File: config.mk
export PLATFORM = sky130hd
export DESIGN_NAME = jtag_dbg_ctrl
export DESIGN_NICKNAME = d
export VERILOG_FILES = /design/src/rtl/jtag_dbg_ctrl.sv
export SDC_FILE = /design/constraint.sdc
export NUM_CORES = 1
export LEC_CHECK = 0
export BUFFER_PORTS_ARGS = -buffer_cell sky130_fd_sc_hd__clkbuf_2
export CAP_MARGIN = 20
export CORE_ASPECT_RATIO = 0.5
export CORE_MARGIN = 5
export CORE_UTILIZATION = 54
export DETAILED_ROUTE_END_ITERATION = 6
export PLACE_DENSITY = 0.8
export SYNTH_ARGS = -nofsm -noshare
export SYNTH_HDL_FRONTEND = slang
export SYNTH_SLANG_ARGS = --single-unit
export TNS_END_PERCENT = 5
File: constraint.sdc
create_clock -name clk_i -period 2.2 [get_ports clk_i]
set_clock_uncertainty 0.15 [all_clocks]
set_input_delay 0.44 -clock clk_i [delete_from_list [all_inputs] [get_ports clk_i]]
set_output_delay 0.44 -clock clk_i [all_outputs]
set_load 0.01 [all_outputs]
File: src/rtl/jtag_dbg_ctrl.sv
// Core-clock sequencer for the LM32 JTAG debug register: synchronises update frames,
// decodes debug commands and runs byte-wide bus accesses. Optional: DBG_TIMEOUT_EN (bus watchdog).
module jtag_dbg_ctrl #(
  parameter int SYNC_STAGES    = 2,
  parameter int TIMEOUT_CYCLES = 255
) (
  input  logic        clk_i,
  input  logic        rst_n_i,
  input  logic        reg_update_i,
  input  logic [7:0]  reg_q_i,
  input  logic [2:0]  reg_addr_q_i,
  output logic [7:0]  reg_d_o,
  output logic [2:0]  reg_addr_d_o,
  output logic        mem_req_o,
  output logic        mem_we_o,
  output logic [31:0] mem_addr_o,
  output logic [7:0]  mem_wdata_o,
  input  logic        mem_ack_i,
  input  logic [7:0]  mem_rdata_i,
  input  logic        mem_err_i,
  output logic        break_o
);

  typedef enum logic [1:0] {IDLE, ARG, BUS} state_e;
  typedef enum logic [2:0] {
    CMD_NOP, CMD_READ_MEM, CMD_WRITE_MEM, CMD_READ_NEXT,
    CMD_WRITE_NEXT, CMD_BREAK, CMD_RSVD6, CMD_RSVD7
  } cmd_e;

  if (SYNC_STAGES < 2 || TIMEOUT_CYCLES < 1) begin : g_bad_param
    $error("jtag_dbg_ctrl: SYNC_STAGES must be >= 2 and TIMEOUT_CYCLES >= 1");
  end

  state_e                 state_q, state_d;
  logic [SYNC_STAGES-1:0] sync_q;
  logic                   upd_q;
  logic                   evt;
  logic [2:0]             arg_cnt_q;
  logic                   we_q;
  logic [31:0]            addr_q;
  logic [7:0]             wdata_q;
  logic [7:0]             rdata_q;
  logic                   err_q;
  logic                   ovr_q;
  logic                   brk_q;
  logic                   timeout;
  cmd_e                   cmd;

  assign cmd = cmd_e'(reg_addr_q_i);
  assign evt = sync_q[SYNC_STAGES-1] & ~upd_q;

  // NOTE: sequential state uses non-blocking assignments so every flop samples pre-edge values.
  always_ff @(posedge clk_i or negedge rst_n_i) begin
    if (!rst_n_i) begin
      sync_q <= '0;
      upd_q  <= 1'b0;
    end else begin
      sync_q <= {sync_q[SYNC_STAGES-2:0], reg_update_i};
      upd_q  <= sync_q[SYNC_STAGES-1];
    end
  end

`ifdef DBG_TIMEOUT_EN
  localparam int WD_W = ($clog2(TIMEOUT_CYCLES + 1) > 8) ? $clog2(TIMEOUT_CYCLES + 1) : 8;
  logic [WD_W-1:0] wd_q;

  always_ff @(posedge clk_i or negedge rst_n_i) begin
    if (!rst_n_i)            wd_q <= '0;
    else if (state_q == BUS) wd_q <= wd_q + 1'b1;
    else                     wd_q <= '0;
  end

  assign timeout = (state_q == BUS) && (wd_q == WD_W'(TIMEOUT_CYCLES - 1));
`else
  assign timeout = 1'b0;
`endif

  always_ff @(posedge clk_i or negedge rst_n_i) begin
    if (!rst_n_i) state_q <= IDLE;
    else          state_q <= state_d;
  end

  // NOTE: defaulting state_d first keeps this block free of inferred latches.
  always_comb begin
    state_d = state_q;
    unique case (state_q)
      IDLE: if (evt) begin
        if (cmd inside {CMD_READ_MEM, CMD_WRITE_MEM, CMD_WRITE_NEXT}) state_d = ARG;
        else if (cmd == CMD_READ_NEXT)                                 state_d = BUS;
      end
      ARG:  if (evt && arg_cnt_q == 3'd1) state_d = BUS;
      BUS:  if (mem_err_i || mem_ack_i || timeout) state_d = IDLE;
      default: state_d = IDLE;
    endcase
  end

  always_comb begin
    mem_req_o    = (state_q == BUS);
    reg_addr_d_o = {ovr_q, err_q, state_q != IDLE};
  end

  assign reg_d_o     = rdata_q;
  assign mem_we_o    = we_q;
  assign mem_addr_o  = addr_q;
  assign mem_wdata_o = wdata_q;
  assign break_o     = brk_q;

  always_ff @(posedge clk_i or negedge rst_n_i) begin
    if (!rst_n_i) begin
      arg_cnt_q <= '0;
      we_q      <= 1'b0;
      addr_q    <= '0;
      wdata_q   <= '0;
      rdata_q   <= '0;
      err_q     <= 1'b0;
      ovr_q     <= 1'b0;
      brk_q     <= 1'b0;
    end else begin
      brk_q <= 1'b0;
      unique case (state_q)
        IDLE: if (evt) begin
          unique case (cmd)
            CMD_NOP:        begin err_q <= 1'b0; ovr_q <= 1'b0; end
            CMD_READ_MEM:   begin we_q <= 1'b0; arg_cnt_q <= 3'd4; end
            CMD_WRITE_MEM:  begin we_q <= 1'b1; arg_cnt_q <= 3'd5; end
            CMD_READ_NEXT:  begin we_q <= 1'b0; addr_q <= addr_q + 32'd1; end
            CMD_WRITE_NEXT: begin we_q <= 1'b1; arg_cnt_q <= 3'd1; addr_q <= addr_q + 32'd1; end
            CMD_BREAK:      brk_q <= 1'b1;
            default:        err_q <= 1'b1;
          endcase
        end
        // Writes take their last argument byte as data; every earlier byte is address.
        ARG: if (evt) begin
          arg_cnt_q <= arg_cnt_q - 3'd1;
          if (we_q && arg_cnt_q == 3'd1) wdata_q <= reg_q_i;
          else                           addr_q  <= {addr_q[23:0], reg_q_i};
        end
        BUS: begin
          if (evt)                         ovr_q   <= 1'b1;
          if (mem_err_i || timeout)        err_q   <= 1'b1;
          else if (mem_ack_i && !we_q)     rdata_q <= mem_rdata_i;
        end
        default: ;
      endcase
    end
  end

endmodule

# --- Word-level counts from Yosys, hierarchy flattened ---
# Cells that the tools add are included.
word_totals:
  register_bits: 60
  in_bits: 24
classes:
  addsub: 2
  n_eq_ne: 20
  muxes: 27
  bitwise_logic: 3
  n_reduce_logical: 24
ops:
  columns: ["operator", "n"]
  rows:
  - ["two-way mux 32 bit", 4]
  - ["case mux 32 bit (2 select lines)", 1]
  - ["adder 32 x 1 -> 32 bit (second input constant)", 1]
  - ["AND reduction 4 bit", 4]
  - ["!= test 2 bit (second input constant)", 6]
  - ["two-way mux 2 bit", 5]
  - ["case mux 3 bit (3 select lines)", 1]
  - ["AND reduction 3 bit", 3]
  - ["two-way mux 1 bit", 8]
  - ["!= test 2 x 1 -> 1 bit (second input constant)", 4]
  - ["case mux 1 bit (2 select lines)", 4]
  - ["nonzero test 2 bit", 4]
  - ["equality test 3 x 1 -> 1 bit (second input constant)", 2]
  - ["equality test 3 x 2 -> 1 bit (second input constant)", 2]
  - ["equality test 3 bit (second input constant)", 2]
  - ["two-way mux 3 bit", 2]
  - ["case mux 2 bit (3 select lines)", 1]
  - ["case mux 3 bit (2 select lines)", 1]
  - ["OR reduction 2 bit", 3]
  - ["AND reduction 5 bit", 1]
  - ["OR reduction 5 bit", 1]
  - ["!= test 4 bit (second input constant)", 1]
  - ["logical AND 1 bit", 3]
  - ["logical NOT 3 bit", 1]
  - ["10 further kinds", 11]

# --- Logic depth before layout (Yosys ltp) ---
# Gate-level depths: netlist of run 1.
logic_depth:
  ltp_word: 5
  mapped_depth: 8

# --- Least setup slack after synthesis of run 1 ---
# Ideal clock, no wire load.
synth_timing:
  kind: "reg2reg"
  start: "reg addr_q[0] (netlist: mem_addr_o[0])"
  end: "reg addr_q[16] (netlist: mem_addr_o[16])"
  setup_time_ns: 0.124
  t_arrival_ns: 1.641
  path_slack_ns: 0.285
  path_stages_with_launch: 7
  cell_sequence: "dfrtp_1 -> ha_1 -> nand4_2 -> nor4_2 -> and3_1 -> o21ai_0 -> o2bb2ai_1"
synth_between:
  elab_chain_len: 4
synth_lines:
  columns: ["element", "line_no", "text"]
  rows:
  - ["start, declared", "40", "logic [31:0] addr_q;"]
  - ["start signal, assigned", "136", "else addr_q <= {addr_q[23:0], reg_q_i};"]
  - ["adder 32 x 1 -> 32 bit", "126, 127", null]
  - ["two-way mux 32 bit", null, null]
  - ["two-way mux 32 bit", "121", "IDLE: if (evt) begin"]
  - ["case mux 32 bit (2 select lines)", "120", "unique case (state_q)"]
# Every way passes these cells. The select of a mux whose other input is x is not followed.
# A chain may end at the register's enable or synchronous reset.

# --- Worst setup path in the final report of run 1 ---
layout_timing:
  start: "reg addr_q[11] (netlist: mem_addr_o[11])"
  end: "reg addr_q[22] (netlist: mem_addr_o[22])"
# Same word-level chain as after synthesis.

==> results of run 1 <==
[registers in the layout, summed over array words and instances, names as in the netlist, 2 cells and up]
name and cells:
arg_cnt_q 3, mem_addr_o 32, mem_wdata_o 8, reg_d_o 8
state_q 2, sync_q 2
[where the power goes]
part           internal [mW]  total [mW]  leakage [nW]  switching [mW]
Sequential              1.57        2.16         0.735           0.585
Combinational           1.11        2.56          1.06            1.45
Clock                   1.02        1.50         0.153           0.480
Total                   3.71        6.22          1.95            2.51
[Yosys cell counts (all sizes together) (7+ instances only)]
| cell | number |
|---|---|
| and3 | 8 |
| o21ai | 25 |
| mux2 | 16 |
| nand4 | 11 |
| nor3 | 7 |
| nand3 | 21 |
| nand2 | 26 |
| nor2 | 20 |
| inv | 7 |
| a2bb2oi | 9 |
| buf | 15 |
| o22ai | 16 |
| dfrtp | 60 |
| a21oi | 47 |
| clkbuf | 12 |
[metal layers]
metal	track usage [%]	routed length, µm	share of wire, %	up-vias
li1	-	-	-	1493
met1	27.8	3630	41	1511
met2	41.1	4420	50	140
met3	6.32	652	7.3	21
met5	0	0	0	-
met4	11.2	178	2.0	0
[cells by family (layout without fill, tap and decap cells)]
family / after synthesis / count (layout) / synth area share, %
flops: 60 / 60 / 43.8
fa+ha+maj: 3 / 3 / 1.10
xor+xnor: 2 / 2 / 0.511
compound gates: 124 / 124 / 23.1
simple gates: 116 / 116 / 20.1
buf+inv: 34 / 118 / 6.10
mux: 16 / 16 / 5.26
[critical path: cells and delay by family, from the launching register on]
kind,cells,cell delay [ps]
compound gates,3,470
flops,1,500
simple gates,2,810
[metrics by stage]
| step | worst slack (ps) | cell area (µm²) | cells | hold WS (ps) | utilization, % |
|---|---|---|---|---|---|
| 2_1_floorplan | 285 | 3430 | 355 | -5.59 | - |
| 3_3_place_gp | 189 | 3910 | 510 | 182 | 64.0 |
| 3_5_place_dp | 125 | 3910 | 510 | 189 | 64.0 |
| 4_1_cts | 147 | 4240 | 527 | 53.2 | 69.4 |
| 5_1_grt | 77.3 | 4240 | 527 | 51.4 | 69.5 |
| 6_report | 204 | 4240 | 527 | 65.0 | 69.5 |
[repair_timing]
action / in CTS / in global routing
resized for setup: 0 / 1
hold buffers: 1 / 0
hold endpoints to repair: 60 / 0
setup endpoints to repair: 0 / 1
[cell usage in the layout (no fill, tap or decap), drive strengths merged, types with 11 or more instances in the layout]
cell type,Yosys,final
o22ai,16,16
nand2,26,26
buf,15,17
o21ai,25,25
nand4,11,11
clkbuf,12,89
mux2,16,16
a21oi,47,47
nand3,21,21
nor2,20,20
dfrtp,60,60
[cell type report]
type	count	area [µm²]	share of cell area, %
multi-input combinational	261	1730	40.7
sequential	60	1500	35.4
timing repair buffer	95	561	13.2
clock buffer	12	246	5.81
tap	88	110	2.59
clock inverter	4	72.6	1.71
inverter	7	26.3	0.619
[worst min-delay path by stage]
stage	start	end	cells past startpoint	slack, ps
after floorplan	rst_n_i	arg_cnt_q[0]$_DFFE_PN0P_	0	-6
after global placement	sync_q[0]$_DFF_PN0_	sync_q[1]$_DFF_PN0_	0	180
after CTS	reg_update_i	sync_q[0]$_DFF_PN0_	1	50
after global routing	reg_update_i	sync_q[0]$_DFF_PN0_	1	50
final	reg_update_i	sync_q[0]$_DFF_PN0_	1	70
after detailed placement	sync_q[0]$_DFF_PN0_	sync_q[1]$_DFF_PN0_	0	190
==> impl_metrics.ini, run 1 <==
[worst_setup_path]
path_max_fanout = 7
critical_path_arrival_ps = 2100
crit_path_end = mem_addr_o[22]$_DFFE_PN0P_
required_ps = 2310
cp-startpoint = mem_addr_o[11]$_DFFE_PN0P_
critPathMaxStageDelay_ps = 580
crit_top_cell = a21oi_1
end_kind = register
reg2reg_slack_ps = 200
cp_cell_sequence = nand3_2 -> or4_4 -> o31ai_1 -> a21oi_1 -> a21oi_1
worst_path_max_delay_cell = or4_4
worstReg2RegEnd = mem_addr_o[22]$_DFFE_PN0P_
reg2reg_depth = 5
reg2reg_from = mem_addr_o[11]$_DFFE_PN0P_
path_class = register to register
setup.worst_path.start_class = register

[synthesis]
synth_edf_count = 0
synth.yosys.warnings = 0
synth_top_area_share_pct = 43.8
synth.yosys.seq_area_share_pct = 43.8
ys_types = 57
async_flop_share_pct = 100
syn_area_per_cell_um2 = 9.65
synth_nets = 382
synthCells = 355
synthTopCellsByArea = dfrtp_1 (44%), a21oi_1 (6.7%), mux2_2 (5.3%)
netlist_area_mm2 = 0.00343
synthFlopType = dfrtp_1
ys_seq_elements = 60
yosysTopAreaCell = dfrtp_1

[pwr]
report.power.total_mw = 6.22
p_per_area_mw_per_mm2 = 1460
irDropWorstVdd_mv = 0.709
power.leakage_nw = 1.95

[cts]
clock_latency_ps = 330
clk_path_buf_depth = 2
ctsRootBufferMaster = clkbuf_16
postCtsSetupRepairBufs = 0
clk_pin_slew_ps = 50
cts_made_buffers = 9
cts_sinks = 60
cts_tree = built
h-tree-depth = 3

[finish]
fillers = 462
syn_to_final_growth_pct = 23.9
layout-drive-gt1-share_pct = 33.5
fin_nets = 461
diodes = 0

[sta]
report.final.slew_viol_count = 0
clock.fmax_mhz = 501
slew_headroom_pct = 68.6
min_period_over_period_pct = 90.7
period_needed_ps = 2000
worst_pin_slew_ps = 471
setup_viol = 0
finalHoldViolations = 0
rsz0062_at_grt = false
fin_setup_tns_ps = 0

[placement]
dpl.hpwl_mm = 6.21
io_buffers = 77
place.gp.congestion = 0.871

[run]
drv_cap = 0

[grt]
grt_max_degree = 61
gr-usage-all-layers_pct = 23.8
antenna_found_initial = 0
grt_pass1_wl_mm = 15.0
grt_pass1_vias = 3168
grt_overflow = 0

[outcome]
status = complete, no violations

[floorplanning]
ios = 78
rows = 20
core_area_mm2 = 0.00611
die-area_mm2 = 0.00813
die_w_um = 123
die_h_um = 66.3
initial_utilization_pct = 56.1

[routing]
dr.pass1.iters = 5
wl_per_cell_um = 16.9
vias = 3165
drc = 0
ant_nets = 0
wl_mm = 8.88
vias_per_cell = 6.01
drt-initial-drc-count = 280

[min_path]
hp-class = input port to register
Note: power is estimated with default switching activity, not from simulation.
==> run 2: changes to the inputs <==
PLACE_DENSITY = 0.86   (was 0.8)
==> impl_metrics.ini, run 2 (synthesized netlist as in run 1, its figures left out) <==
[cts]
cts_tree = built
cts_sinks = 60
clock_latency_ps = 330
h-tree-depth = 3
clk_path_buf_depth = 2
cts_made_buffers = 9
clk_pin_slew_ps = 50
ctsRootBufferMaster = clkbuf_16

[pwr]
internal_power_mw = 3.85
irDropWorstVdd_mv = 0.784
power_frac_seq_pct = 33.0
power.leakage_nw = 1.98
switchingPower_mw = 2.55
report.power.total_mw = 6.40
p_per_area_mw_per_mm2 = 1490
switching_share_pct = 39.8
clkPwrFrac_pct = 25.7
p_comb_share_pct = 41.2

[finish]
fillers = 473
final_area_mm2 = 0.00430
largest_reg_flops = 32
ff_latch_area_mm2 = 0.00150
syn_to_final_growth_pct = 25.5
layout_common_cells = clkbuf_2 (77), dfrtp_1 (60), a21oi_1 (46), nand2_1 (26), o21ai_0 (24)
layout-drive-gt1-share_pct = 34.6
instances_no_fill = 530
multi_input_area_mm2 = 0.00173
fin_util_pct = 70.4
final_common_cell = clkbuf_2
fin_nets = 464
diodes = 0

[routing]
vias_per_cell = 5.94
vias = 3147
ant_nets = 0
wl_per_cell_um = 17.1
dr.pass1.iters = 5
wl_mm = 9.04
drt-initial-drc-count = 449
drc = 0

[placement]
place_worst_setup_slack_ps = 183
io_buffers = 77
dpl.hpwl_mm = 6.03
dpl_cell_area_mm2 = 0.00393
dp.cells = 513
place.gp.congestion = 0.885

[floorplanning]
initial_utilization_pct = 56.1
ios = 78
core_area_mm2 = 0.00611
die_w_um = 123
die-area_mm2 = 0.00813
die_h_um = 66.3
rows = 20

[sta]
finalHoldViolations = 0
rsz0062_at_grt = false
fin_setup_tns_ps = 0
worst_pin_slew_ps = 408
period_needed_ps = 2020
clock.fmax_mhz = 496
setup_slack_ps = 184
holdWs_ps = 63.0
setup_viol = 0
report.final.slew_viol_count = 0
slew_headroom_pct = 72.6
min_period_over_period_pct = 91.6

[min_path]
hp-class = input port to register

[worst_setup_path]
end_kind = register
required_ps = 2290
cp_cell_sequence = ha_1 -> nand4_2 -> nor4_4 -> a311o_1 -> o21ai_0 -> a21oi_1
path_class = register to register
crit_buf_inv = 0
path_max_fanout = 5
worst_path_max_delay_cell = nor4_4
critPathMaxStageDelay_ps = 420
setup.worst_path.start_class = register
critical_path_arrival_ps = 2110
critPathTopFamily = simple AND/OR/NAND/NOR gates

[grt]
grt_pass1_vias = 3024
gr-usage-all-layers_pct = 23.8
grt_pass1_wl_mm = 15.0
grt_max_degree = 61
antenna_found_initial = 0
grt_overflow = 0

[run]
drv_cap = 0

[outcome]
status = complete, no violations
## run 2: changes by cell type in the layout (fill, tap and decap cells not counted)
cell,delta
clkbuf_1,-2
clkinv_4,+1
nor2b_1,-1
buf_4,+3
nor2b_2,+1
bufinv_16,+1
## run 2: path summary, 6_finish.rpt
kind	start	endpoint	slack, ps	cells after the start
worst max-delay path	mem_addr_o[1]$_DFFE_PN0P_	mem_addr_o[20]$_DFFE_PN0P_	180	6
worst min-delay path	reg_update_i	sync_q[0]$_DFF_PN0_	60	1
worst max register to register	mem_addr_o[1]$_DFFE_PN0P_	mem_addr_o[20]$_DFFE_PN0P_	180	6
worst min register to register	sync_q[0]$_DFF_PN0_	sync_q[1]$_DFF_PN0_	200	0
max in group asynchronous	rst_n_i	mem_addr_o[30]$_DFFE_PN0P_	1080	3
min in group asynchronous	rst_n_i	break_o$_DFF_PN0_	550	3
## run 2: layout make-up
type,count,share of cell area [%]
well taps,88,2.56
inverters,7,0.611
multi-input cells,261,40.2
clock buffers,10,5.56
clock inverters,6,2.59
flip-flops and latches,60,34.9
repair buffers,98,13.6
## run 2: power groups by stage
stage / clock [mW] / combinational, mW / sequential (mW)
2_1_floorplan: 0 / 1.54 / 2.23
3_3_place_gp: 0 / 2.54 / 2.09
3_5_place_dp: 0 / 2.59 / 2.12
4_1_cts: 1.66 / 2.63 / 2.11
5_1_grt: 1.72 / 2.91 / 2.20
6_report: 1.65 / 2.64 / 2.11
## run 2: repair_timing
| item | CTS | global route |
|---|---|---|
| setup endpoints to repair | 0 | 3 |
| hold buffers | 1 | 0 |
| setup buffers | 0 | 0 |
| resized for setup | 0 | 1 |
| endpoints found under the hold margin | 60 | 0 |
## run 2: routing by layer
metal,global-route usage [%],routed length (µm),vias to the layer above
met2,39.4,4400,120
met1,30.2,3910,1518
met5,0,0,-
met3,7.78,595,16
li1,-,-,1493
met4,5.72,134,0
